$ cat src/rtl/scope_pkg.sv
// Shared types and constants for the waveform capture path and the display draw path.
// Contents: capture state encoding, trigger mode encoding, default buffer geometry.
package scope_pkg;

    localparam int unsigned ScopeDepth = 1280;  // one sample per horizontal pixel
    localparam int unsigned ScopeAw    = 11;    // covers ScopeDepth-1
    localparam int unsigned ScopeDw    = 10;    // audio sample width

    typedef enum logic [2:0] {
        StIdle    = 3'd0,
        StPrefill = 3'd1,
        StArmed   = 3'd2,
        StCapture = 3'd3,
        StHold    = 3'd4
    } state_e;

    typedef enum logic [1:0] {
        ModeAuto   = 2'd0,
        ModeNormal = 2'd1,
        ModeSingle = 2'd2,
        ModeFree   = 2'd3
    } mode_e;

endpackage

$ cat src/rtl/trig_detect.sv
// Rising-edge trigger detector with auto-mode timeout.
// Ports:
//   clk_i, rst_i     clock, synchronous active-high reset
//   sample_valid_i   qualifies sample_i
//   sample_i         current sample
//   trig_level_i     rising-edge threshold
//   armed_i          detection enabled (controller is ARMED and not free-running)
//   auto_en_i        force a trigger after AUTO_TIMEOUT armed samples
//   trig_hit_o       trigger on the current valid sample
module trig_detect #(
    parameter int unsigned DW           = 10,
    parameter int unsigned AUTO_TIMEOUT = 4000
) (
    input  logic          clk_i,
    input  logic          rst_i,
    input  logic          sample_valid_i,
    input  logic [DW-1:0] sample_i,
    input  logic [DW-1:0] trig_level_i,
    input  logic          armed_i,
    input  logic          auto_en_i,
    output logic          trig_hit_o
);

    localparam int unsigned TW = $clog2(AUTO_TIMEOUT + 1);

    logic [DW-1:0] prev_q, prev_d;
    logic [TW-1:0] tmo_q, tmo_d;
    logic          edge_hit, tmo_hit;

    always_comb begin
        edge_hit   = (prev_q < trig_level_i) && (sample_i >= trig_level_i);
        // Counter holds the number of armed samples already seen, so the
        // AUTO_TIMEOUT-th armed sample is the one that gets forced.
        tmo_hit    = auto_en_i && (tmo_q == TW'(AUTO_TIMEOUT - 1));
        trig_hit_o = armed_i && sample_valid_i && (edge_hit || tmo_hit);

        prev_d = sample_valid_i ? sample_i : prev_q;

        tmo_d = tmo_q;
        if (!armed_i || trig_hit_o) begin
            tmo_d = '0;
        end else if (sample_valid_i) begin
            tmo_d = tmo_q + TW'(1);
        end
    end

    always_ff @(posedge clk_i) begin
        if (rst_i) begin
            prev_q <= '1;  // all-ones: nothing can be "below" it, so no false first edge
            tmo_q  <= '0;
        end else begin
            prev_q <= prev_d;
            tmo_q  <= tmo_d;
        end
    end

endmodule

$ cat src/rtl/waveform_capture_ctrl.sv
// Triggered capture controller for the waveform display buffer.
// Sequences pre-trigger fill, trigger detection, post-trigger capture and display hold,
// producing buffer write strobes and the trigger-aligned frame start pointer.
// Ports:
//   clk_sample, reset           sole clock, synchronous active-high reset
//   sample_valid, sample_in     incoming audio samples
//   trig_level, mode, rearm     trigger threshold, trigger mode, single-shot rearm
//   wr_en, wr_addr, wr_data     buffer write port (registered, 1 cycle latency)
//   frame_start, frame_valid    leftmost displayed sample, frozen-frame flag
//   triggered, state_o          trigger pulse, debug state
module waveform_capture_ctrl
    import scope_pkg::*;
#(
    parameter int unsigned DEPTH        = ScopeDepth,
    parameter int unsigned AW           = ScopeAw,
    parameter int unsigned DW           = ScopeDw,
    parameter int unsigned PRE          = 320,
    parameter int unsigned AUTO_TIMEOUT = 4000,
    parameter int unsigned HOLD_SAMPLES = 2000
) (
    input  logic          clk_sample,
    input  logic          reset,
    input  logic          sample_valid,
    input  logic [DW-1:0] sample_in,
    input  logic [DW-1:0] trig_level,
    input  logic [1:0]    mode,
    input  logic          rearm,
    output logic          wr_en,
    output logic [AW-1:0] wr_addr,
    output logic [DW-1:0] wr_data,
    output logic [AW-1:0] frame_start,
    output logic          frame_valid,
    output logic          triggered,
    output logic [2:0]    state_o
);

    localparam int unsigned CntMax   = (DEPTH > HOLD_SAMPLES) ? DEPTH : HOLD_SAMPLES;
    localparam int unsigned CntW     = $clog2(CntMax + 1);
    localparam logic [AW:0] DepthExt = (AW + 1)'(DEPTH);

    function automatic logic [AW-1:0] addr_inc(input logic [AW-1:0] a);
        return (a == AW'(DEPTH - 1)) ? '0 : a + AW'(1);
    endfunction

    function automatic logic [AW-1:0] addr_sub(input logic [AW-1:0] a, input logic [AW-1:0] b);
        logic [AW:0] diff;
        diff = {1'b0, a} - {1'b0, b};
        if (diff[AW]) begin
            diff = diff + DepthExt;
        end
        return diff[AW-1:0];
    endfunction

    state_e        state_q, state_d;
    mode_e         mode_q, mode_d;
    logic [AW-1:0] ptr_q, ptr_d;
    logic [CntW-1:0] cnt_q, cnt_d;  // PREFILL, CAPTURE and HOLD progress share one counter
    logic          wr_en_q, wr_en_d;
    logic [AW-1:0] wr_addr_q, wr_addr_d;
    logic [DW-1:0] wr_data_q, wr_data_d;
    logic [AW-1:0] frame_start_q, frame_start_d;
    logic          frame_valid_q, frame_valid_d;
    logic          triggered_q, triggered_d;
    logic          do_write, enter_pre, trig_hit;

    trig_detect #(
        .DW           (DW),
        .AUTO_TIMEOUT (AUTO_TIMEOUT)
    ) u_trig_detect (
        .clk_i          (clk_sample),
        .rst_i          (reset),
        .sample_valid_i (sample_valid),
        .sample_i       (sample_in),
        .trig_level_i   (trig_level),
        .armed_i        ((state_q == StArmed) && (mode_q != ModeFree)),
        .auto_en_i      (mode_q == ModeAuto),
        .trig_hit_o     (trig_hit)
    );

    always_comb begin
        state_d       = state_q;
        mode_d        = mode_q;
        ptr_d         = ptr_q;
        cnt_d         = cnt_q;
        wr_en_d       = 1'b0;
        wr_addr_d     = wr_addr_q;
        wr_data_d     = wr_data_q;
        frame_start_d = frame_start_q;
        frame_valid_d = frame_valid_q;
        triggered_d   = 1'b0;
        do_write      = 1'b0;
        enter_pre     = 1'b0;

        unique case (state_q)
            StIdle: enter_pre = 1'b1;
            StPrefill: begin
                if (sample_valid) begin
                    do_write = 1'b1;
                    if (cnt_q == CntW'(PRE - 1)) begin
                        state_d = StArmed;
                        cnt_d   = '0;
                    end else begin
                        cnt_d = cnt_q + CntW'(1);
                    end
                end
            end
            StArmed: begin
                if (sample_valid) begin
                    do_write = 1'b1;
                    if (mode_q == ModeFree) begin
                        frame_start_d = addr_inc(ptr_q);
                    end else if (trig_hit) begin
                        frame_start_d = addr_sub(ptr_q, AW'(PRE));
                        triggered_d   = 1'b1;
                        state_d       = StCapture;
                        cnt_d         = '0;
                    end
                end
            end
            StCapture: begin
                if (sample_valid) begin
                    do_write = 1'b1;
                    if (cnt_q == CntW'(DEPTH - PRE - 2)) begin
                        state_d       = StHold;
                        frame_valid_d = 1'b1;
                        cnt_d         = '0;
                    end else begin
                        cnt_d = cnt_q + CntW'(1);
                    end
                end
            end
            StHold: begin
                if (sample_valid) begin
                    if (mode_q == ModeSingle) begin
                        enter_pre = rearm;
                    end else if (cnt_q == CntW'(HOLD_SAMPLES - 1)) begin
                        enter_pre = 1'b1;
                    end else begin
                        cnt_d = cnt_q + CntW'(1);
                    end
                end
            end
            default: state_d = StIdle;
        endcase

        if (do_write) begin
            wr_en_d   = 1'b1;
            wr_addr_d = ptr_q;
            wr_data_d = sample_in;
            ptr_d     = addr_inc(ptr_q);
        end

        // Every PREFILL entry restarts the buffer at address 0 and latches the mode.
        if (enter_pre) begin
            state_d       = StPrefill;
            mode_d        = mode_e'(mode);
            ptr_d         = '0;
            cnt_d         = '0;
            frame_valid_d = 1'b0;
        end
    end

    always_ff @(posedge clk_sample) begin
        if (reset) begin
            state_q       <= StIdle;
            mode_q        <= ModeAuto;
            ptr_q         <= '0;
            cnt_q         <= '0;
            wr_en_q       <= 1'b0;
            wr_addr_q     <= '0;
            wr_data_q     <= '0;
            frame_start_q <= '0;
            frame_valid_q <= 1'b0;
            triggered_q   <= 1'b0;
        end else begin
            state_q       <= state_d;
            mode_q        <= mode_d;
            ptr_q         <= ptr_d;
            cnt_q         <= cnt_d;
            wr_en_q       <= wr_en_d;
            wr_addr_q     <= wr_addr_d;
            wr_data_q     <= wr_data_d;
            frame_start_q <= frame_start_d;
            frame_valid_q <= frame_valid_d;
            triggered_q   <= triggered_d;
        end
    end

    assign wr_en       = wr_en_q;
    assign wr_addr     = wr_addr_q;
    assign wr_data     = wr_data_q;
    assign frame_start = frame_start_q;
    assign frame_valid = frame_valid_q;
    assign triggered   = triggered_q;
    assign state_o     = state_q;

endmodule

$ cat config.mk
export PLATFORM = sky130hd
export DESIGN_NAME = waveform_capture_ctrl
export DESIGN_NICKNAME = d
export VERILOG_FILES = /design/src/rtl/scope_pkg.sv /design/src/rtl/trig_detect.sv /design/src/rtl/waveform_capture_ctrl.sv
export SDC_FILE = /design/constraint.sdc
export NUM_CORES = 1
export LEC_CHECK = 0
export CAP_MARGIN = 20
export CORE_MARGIN = 2
export CORE_UTILIZATION = 54
export DETAILED_ROUTE_END_ITERATION = 16
export GPL_TIMING_DRIVEN = 0
export HOLD_SLACK_MARGIN = 0.12
export PLACE_DENSITY = 0.79
export SLEW_MARGIN = 20
export SYNTH_ARGS = -nofsm -noshare
export SYNTH_HDL_FRONTEND = slang
export SYNTH_SLANG_ARGS = --single-unit
$ cat constraint.sdc
create_clock -name clk_sample -period 3.3 [get_ports clk_sample]
set_clock_uncertainty 0.1 [all_clocks]
set_input_delay 0.33 -clock clk_sample [delete_from_list [all_inputs] [get_ports clk_sample]]
set_output_delay 0.33 -clock clk_sample [all_outputs]
set_load 0.03 [all_outputs]
; ---- Word-level counts from Yosys, hierarchy flattened
; Index checks and enable logic that the tools add are counted.
[totals]
regBits = 84
[op_classes]
n_addsub = 5
order_cmp = 2
n_eq_ne = 30
n_mux = 32
bitwise_logic = 3
reduce_logical = 22
[ops]
columns = op, n
row1 = $mux 11, 14
row2 = $pmux 11 s4, 1
row3 = $add 11x1->11 const B, 2
row4 = $eq 11x11->1 const B, 2
row5 = $ne 2x2->1 const B, 11
row6 = $mux 3, 7
row7 = $ne 3x3->1 const B, 7
row8 = $reduce_and 8->1, 2
row9 = $add 12x1->12 const B, 1
row10 = $eq 12x12->1 const B, 1
row11 = $pmux 3 s4, 1
row12 = $sub 11x9->12 const B, 1
row13 = $add 11x11->11 const B, 1
row14 = $eq 11x10->1 const B, 1
row15 = $eq 11x9->1 const B, 1
row16 = $ge 10x10->1, 1
row17 = $lt 10x10->1, 1
row18 = $reduce_and 9->1, 1
row19 = $mux 1, 8
row20 = $eq 3x2->1 const B, 2
row21 = $reduce_and 3->1, 2
row22 = $reduce_or 2->1, 3
row23 = $logic_and 1x1->1, 5
row24 = $eq 2x2->1 const B, 2
row25 = 13 further kinds, 16

; ---- Longest topological paths before layout
; Gate-level depths: netlist of the first run.
[depth]
word_depth = 9
ltp_mapped = 13
ltp_nobuf = 12

; ---- Hierarchy
; From an unflattened synthesis of the first run, not the netlist that was laid out.
[unflattened]
cells_unflattened = 575
hier_area_um2 = 4717.0
[modules_own_cells]
columns = module, instances, cells_per_inst, area_each_um2
row1 = waveform_capture_ctrl, 1, 409, 3240.6
row2 = trig_detect, 1, 166, 1476.4

; ---- Least setup slack after synthesis of the first run
; No wires, ideal clock.
[synth_timing]
kind = reg2reg
start = register cnt_q[0]
end = register cnt_q[5]
setup_ns = 0.067
arrival_ns = 2.471
required_time_ns = 3.133
slack_ns = 0.662
stages_incl_launch_ff = 11
path_buffers = 0
path_cell_list = dfxtp_1 > inv_1 > ha_1 > and3_1 > and4b_1 > nand4bb_1 > and3_1 > or2_2 > a211o_4 > or4_4 > a21oi_2
[synth_between]
elab_chain_len = 6
word_cells_on_any_way = 19
[synth_rtl]
columns = element, line_no
row1 = from (decl), waveform_capture_ctrl.sv:57  ; logic [CntW-1:0] cnt_q, cnt_d;
row2 = from (signal assigned), waveform_capture_ctrl.sv:179  ; cnt_q <= cnt_d;
row3 = branches (longest 6 deep; another with $add 11x1->11), -
; Several ways; the timed one is not identified. The select of a mux whose other input is x is not followed.
; A chain may end at the register's enable or synchronous reset.

; ---- Final worst setup path of the first run
[layout_timing]
start = input port trig_level[4]
end = register frame_start_q[9] (netlist: frame_start[9])
[layout_between]
elab_chain_len = 6
word_cells_on_any_way = 7
[layout_rtl]
columns = element, line_no
row1 = from (decl), waveform_capture_ctrl.sv:25  ; input logic [DW-1:0] trig_level,
row2 = $lt 10x10->1 / $ge 10x10->1 (equally long branches), trig_detect.sv:31  ; edge_hit = (prev_q < trig_level_i) && (sample_i >= trig_level_i);
row3 = $logic_and 1x1->1 (*), trig_detect.sv:31
row4 = $logic_or 1x1->1 (*), trig_detect.sv:35  ; trig_hit_o = armed_i && sample_valid_i && (edge_hit || tmo_hit);
row5 = $logic_and 1x1->1 (*), trig_detect.sv:35
row6 = $reduce_bool 2->1 (no line) (*), -
row7 = $reduce_and 3->1 (no line) (*), -
row8 = to (signal assigned), waveform_capture_ctrl.sv:183  ; frame_start_q <= frame_start_d;
row9 = to (decl), waveform_capture_ctrl.sv:61  ; logic [AW-1:0] frame_start_q, frame_start_d;
; Every way passes the cells marked *; elsewhere a longest branch is shown, timed or not.

==> results.ini, run 1 <==
[critical_path]
ff2ff_path_depth=9
reg2reg_slack_ps=370
cp.required_ps=3460
rr_startpoint=u_trig_detect.prev_q[4]
critPathLaunchType=input pin
worst_r2r_endpoint=frame_start[9]
cp.arrival_ps=3260
critPathMaxFanout=10
path_class=in2reg
cp-end-kind=flop

[place]
io_buffers=63
dp_hpwl_mm=7.70
gp_congestion=0.893
placedCellCount=708

[clock_tree]
clkTransAtPathRegs_ps=90
clock-sinks=84
clk_latency_ps=360
htreeDepth=3
post_cts_buffers=0
cts_tree=done
cts_max_path_buffers=2
cts_hold_buf=0
cts_buffers=9
cts_root_buffer=clkbuf_8
cts_resized=0

[yosys]
ys_seq_area_frac=0.387
yosys_warnings=0
synth_nets=595
ys.flop_type=dfxtp_1
synth-edff-count=0
avgSynthCellArea_sq_um=8.00
async_flop_share=0
syn_area_sq_um=4340
synth_seq_cells=84
synthCells=543
yosysUniqueCellTypes=54

[final_layout]
antenna_cells=0
layout.cells.non_filler=724
area_growth_pct=22.7
final_layout_size_suffix_gt1_frac=0.0466
fin_nets=669

[floorplan]
start_util=0.559
die-area_sq_um=8780
core_area_sq_um=7770
die_height_um=93.7
fp-row-count=32
ios=64
die_width_um=93.7

[sta]
drv_slew=0
fin_hold_ws_ps=357
setup-tns-final_ps=0
finalCriticalPeriod_ps=3100
max_freq_mhz=323
finalHoldViolCount=0
finalCritPeriodShare=0.938
setup_viol_count_final=0
tightest_slew_ps=762
maxSlewHeadroom=0.492
rsz0062_at_grt=false

[power_and_ir_drop]
vdd_drop_max_v=0.000213
powerDensity_nw_per_um2=405
leakage_nw=1.90

[route]
first_iter_violations=237
viasPerCell=5.63
wl_per_cell_um=14.5
dr_total_vias=4078
first_pass_iters=6
postRouteAntennaNets=0
routed_wl_mm=10.5
drc=0

[worst_hold_path]
hold_depth=2
holdPathEnd=wr_data[0]
min-delay-start=wr_data[0]
hold_path.class=reg2reg

[outcome]
outcome=complete, no violations

[global_routing]
grt-ovfl-total=0
grt_pass1_wl_mm=17.6
grt_pass1_vias=3747
grt_max_degree=17
grt_use_total=0.250
antenna_found_initial=0

[flow_run]
cap_violations=0

-- layer usage --
layer  wire length (um)  up-vias  GRT usage
li1                   -     2036          -
met1               4810     1876      0.337
met2               4860      151      0.396
met3                622       15     0.0490
met4                176        0     0.0954
met5                  0        -          0
-- cells by family after synthesis --
| family | synth area share |
|---|---|
| mux | 0.0392 |
| flops | 0.387 |
| fa+ha+maj | 0.0749 |
| simple gates | 0.259 |
| buf+inv | 0.0400 |
| compound gates | 0.160 |
| xor+xnor | 0.0403 |
-- worst max path at each step --
stage	from	end	slack [ps]	cells after the start
4_1_cts	trig_level[4]	frame_start[9]	260	11
6_report	trig_level[4]	frame_start[9]	200	11
3_5_place_dp	sample_in[0]	frame_start[9]	10	12
5_1_grt	trig_level[7]	frame_start[9]	10	11
2_1_floorplan	cnt_q[0]	cnt_q[5]	660	10
3_3_place_gp	sample_in[0]	frame_start[9]	-20	12
-- cell usage after synthesis, types with 4 or more instances --
master | n | area [sq um]
nor3_1 | 6 | 30.0
o21ai_0 | 26 | 130
a21oi_1 | 44 | 220
inv_1 | 15 | 56.3
nand4_1 | 8 | 50.1
nand2_1 | 88 | 330
ha_1 | 26 | 325
and3_1 | 8 | 50.1
xnor2_1 | 10 | 87.6
nor2_1 | 66 | 248
mux2i_1 | 17 | 170
a211oi_1 | 11 | 82.6
dfxtp_1 | 84 | 1680
xor2_1 | 10 | 87.6
nand2b_1 | 7 | 43.8
nor3b_1 | 4 | 30.0
clkbuf_1 | 29 | 109
or3_1 | 4 | 25.0
nor2b_1 | 6 | 37.5
nand3_1 | 22 | 110
-- sequential cells by signal, summed over array words and instances, names as in the netlist --
name	count
ptr_q	11
frame_start	11
wr_en	1
mode_q	2
wr_addr	11
state_o	3
cnt_q	11
frame_valid	1
u_trig_detect.tmo_q	12
wr_data	10
u_trig_detect.prev_q	10
triggered	1
-- stage by stage --
| step | total power [W] | utilization | cell area, sq um | worst slack [ps] |
|---|---|---|---|---|
| after global placement | 0.00133 | 0.657 | 5100 | -17.3 |
| final | 0.00216 | 0.686 | 5330 | 203 |
| after global routing | 0.00224 | 0.686 | 5330 | 9.96 |
| after detailed placement | 0.00133 | 0.657 | 5100 | 12.7 |
| after CTS | 0.00216 | 0.686 | 5330 | 264 |
| after floorplan | 0.00123 | - | 4340 | 662 |
-- cell usage in the layout (no fill, tap or decap), drive strengths merged, types with 2 or more instances in the layout --
master / Yosys / layout
a211o: 3 / 3
a211oi: 11 / 11
a21oi: 45 / 45
a22oi: 3 / 3
a311oi: 2 / 2
a31oi: 4 / 4
a32oi: 2 / 2
a41oi: 3 / 3
and2: 5 / 5
and3: 8 / 8
buf: 2 / 2
bufinv: 0 / 2
clkbuf: 29 / 38
clkdlybuf4s50: 0 / 63
dfxtp: 84 / 84
ha: 26 / 26
inv: 15 / 20
mux2i: 17 / 17
nand2: 88 / 88
nand2b: 7 / 7
nand3: 22 / 22
nand3b: 2 / 2
nand4: 8 / 8
nor2: 66 / 66
nor2b: 6 / 6
nor3: 6 / 6
nor3b: 4 / 4
o211ai: 3 / 3
o21ai: 26 / 26
o31ai: 2 / 2
or2: 2 / 2
or3: 5 / 5
or3b: 3 / 3
or4: 3 / 3
xnor2: 10 / 10
xor2: 10 / 10
-- power by group --
part | internal [W] | switching (W)
combinational | 0.000108 | 0.000155
clock | 0.000440 | 0.000406
sequential | 0.00103 | 0.0000169
total | 0.00158 | 0.000577
-- critical path, stage by stage --
cell and delay [ps]:
clkdlybuf4s50_1 450, inv_1 60, ha_1 340, a41oi_1 220
a21oi_1 60, a21oi_1 190, o211ai_1 240, a31oi_2 660
buf_2 340, nor2_1 80, a211oi_1 270
-- cell type report --
| cell class | count | area [sq um] |
|---|---|---|
| sequential | 84 | 1680 |
| clock buffer | 9 | 124 |
| inverter | 15 | 56.3 |
| fill | 682 | 2440 |
| buffer | 31 | 118 |
| tap | 102 | 128 |
| timing repair buffer | 63 | 631 |
| multi-input combinational | 413 | 2490 |
| clock inverter | 7 | 104 |
Power figures use the tool's default switching activity.
==> run 2: changes to the inputs <==
--- a/config.mk
+++ b/config.mk
@@ -12,6 +12,7 @@
 export GPL_TIMING_DRIVEN = 0
 export HOLD_SLACK_MARGIN = 0.12
 export PLACE_DENSITY = 0.79
+export SETUP_SLACK_MARGIN = 0.1
 export SLEW_MARGIN = 20
 export SYNTH_ARGS = -nofsm -noshare
 export SYNTH_HDL_FRONTEND = slang
==> results.ini, run 2 (same netlist as run 1, synthesis figures left out) <==
[floorplan]
die_width_um=93.7  ; unchanged
core_area_sq_um=7770  ; unchanged
start_util=0.559  ; unchanged
die_height_um=93.7  ; unchanged
fp-row-count=32  ; unchanged
die-area_sq_um=8780  ; unchanged
ios=64  ; unchanged

[clock_tree]
clkTransAtPathRegs_ps=90  ; about the same
cts_root_buffer=clkbuf_8
cts_max_path_buffers=2  ; unchanged
cts_buffers=9  ; unchanged
cts_tree=done
htreeDepth=3  ; unchanged
clock-sinks=84  ; unchanged
clk_latency_ps=360  ; about the same

[critical_path]
cp.required_ps=3500  ; +40 ps
worstSetupEndpoint=u_trig_detect.tmo_q[9]
rr_startpoint=ptr_q[8]
crit_chain=clkdlybuf4s50_1, inv_1, ha_1, nand2b_1, a211oi_1, a2bb2oi_1, o21ai_0, o211ai_1, nand2_1, a211o_1, clkbuf_1, nor2_1
path_class=in2reg
ff2ff_path_depth=13  ; +4
worst_r2r_endpoint=frame_start[10]
slowest_delay_ps=510  ; -150 ps
critPathMaxFanout=10  ; unchanged
startpoint=sample_in[0]
cp-end-kind=flop
cp.arrival_ps=3140  ; -120 ps
reg2reg_slack_ps=400  ; +30 ps
crit_slowest_cell=clkdlybuf4s50_1
critPathLaunchType=input pin

[final_layout]
final_layout_size_suffix_gt1_frac=0.0466  ; unchanged
final_cell_mix=nand2_1 (88), dfxtp_1 (84), nor2_1 (66), clkdlybuf4s50_1 (63), a21oi_1 (44)
area_growth_pct=22.9
final_common_cell=nand2_1
fin_util=0.687  ; +0.00113
regMostFlops=u_trig_detect.tmo_q
largest_reg_flops=12  ; unchanged
fin_nets=669  ; unchanged
antenna_cells=0  ; unchanged

[route]
dr_total_vias=4111  ; +0.81%
postRouteAntennaNets=0  ; unchanged
viasPerCell=5.68  ; +0.81%
routed_wl_mm=10.5  ; about the same
wl_per_cell_um=14.5  ; about the same
first_pass_iters=5  ; -1
drc=0  ; unchanged
first_iter_violations=238  ; +0.42%

[place]
gp_congestion=0.893  ; unchanged
io_buffers=63  ; unchanged
dp_hpwl_mm=7.70  ; unchanged

[global_routing]
antenna_found_initial=0  ; unchanged
grt_pass1_vias=3747  ; unchanged
grt-ovfl-total=0  ; unchanged
grt_max_degree=17  ; unchanged
grt_pass1_wl_mm=17.6  ; unchanged
grt_use_total=0.250  ; unchanged

[power_and_ir_drop]
vdd_drop_max_v=0.000213  ; +0.23%
powerDensity_nw_per_um2=404  ; -0.32%
leakage_nw=1.90  ; about the same

[sta]
setup-tns-final_ps=0  ; unchanged
rsz0062_at_grt=false
maxSlewHeadroom=0.502  ; +0.00941
finalHoldViolCount=0  ; unchanged
finalCritPeriodShare=0.892  ; -0.0466
drv_slew=0  ; unchanged
setup_viol_count_final=0  ; unchanged
max_freq_mhz=340  ; +5.2%
tightest_slew_ps=748  ; -14.1 ps
finalCriticalPeriod_ps=2940  ; -154 ps

[worst_hold_path]
hold_path.class=reg2reg

[outcome]
outcome=complete, no violations

[flow_run]
cap_violations=0  ; unchanged

[run 2: cell counts in the layout (fill, tap and decap cells not counted)]
No cell type changed its count.
[run 2: worst min path at each step]
stage	start	to	slack (ps)	cells after the start
final	wr_data[0]	wr_data[0]	360	2
after global routing	wr_addr[2]	wr_addr[2]	380	2
after CTS	wr_data[0]	wr_data[0]	360	2
after detailed placement	wr_data[0]	wr_data[0]	350	2
after global placement	wr_addr[10]	wr_addr[10]	340	2
after floorplan	u_trig_detect.prev_q[0]	u_trig_detect.prev_q[0]	340	2
[run 2: power by group]
| group | leakage, nW | internal (W) | switching (W) |
|---|---|---|---|
| registers | 0.681 | 0.00103 | 0.0000170 |
| clock network | 0.116 | 0.000440 | 0.000402 |
| logic | 1.11 | 0.000108 | 0.000155 |
[run 2: layer usage]
layer | track usage | share of wire | wire (um) | up-vias
met5 | 0 | 0 | 0 | -
met2 | 0.396 | 0.46 | 4860 | 150
li1 | - | - | - | 2040
met1 | 0.337 | 0.46 | 4830 | 1903
met3 | 0.0490 | 0.059 | 620 | 18
met4 | 0.0954 | 0.016 | 169 | 0
[run 2: final cells by class]
class | instances | area, sq um
clock buffers | 9 | 124
well taps | 102 | 128
multi-input cells | 413 | 2500
fillers | 682 | 2430
plain buffers | 31 | 118
flip-flops and latches | 84 | 1680
inverters | 15 | 56.3
clock inverters | 7 | 104
repair buffers | 63 | 631
[run 2: critical path: cells and delay by family]
| family | cells | cell delay [ps] |
|---|---|---|
| AO/OA/AOI/OAI | 5 | 1260 |
| AND/OR/NAND/NOR | 3 | 480 |
| adder cells (fa/ha/maj) | 1 | 270 |
| buffers and inverters | 3 | 810 |
[run 2: per-stage QoR]
step                      instance area, sq um  instances  setup WS [ps]  power, W  hold WS (ps)
after floorplan                           4340        543            662   0.00123           336
after global placement                    5100        708          -17.3   0.00133           344
after detailed placement                  5100        708           12.7   0.00133           346
after CTS                                 5330        724            264   0.00216           359
after global routing                      5340        724            149   0.00225           377
final                                     5340        724            357   0.00216           358
[run 2: what timing repair did]
action                                 4_1_cts  5_1_grt
hold buffers                                 0        0
endpoints found under the hold margin        0        0
gates resized for setup                      0        1
setup buffers                                0        0
setup endpoints to repair                    0        1
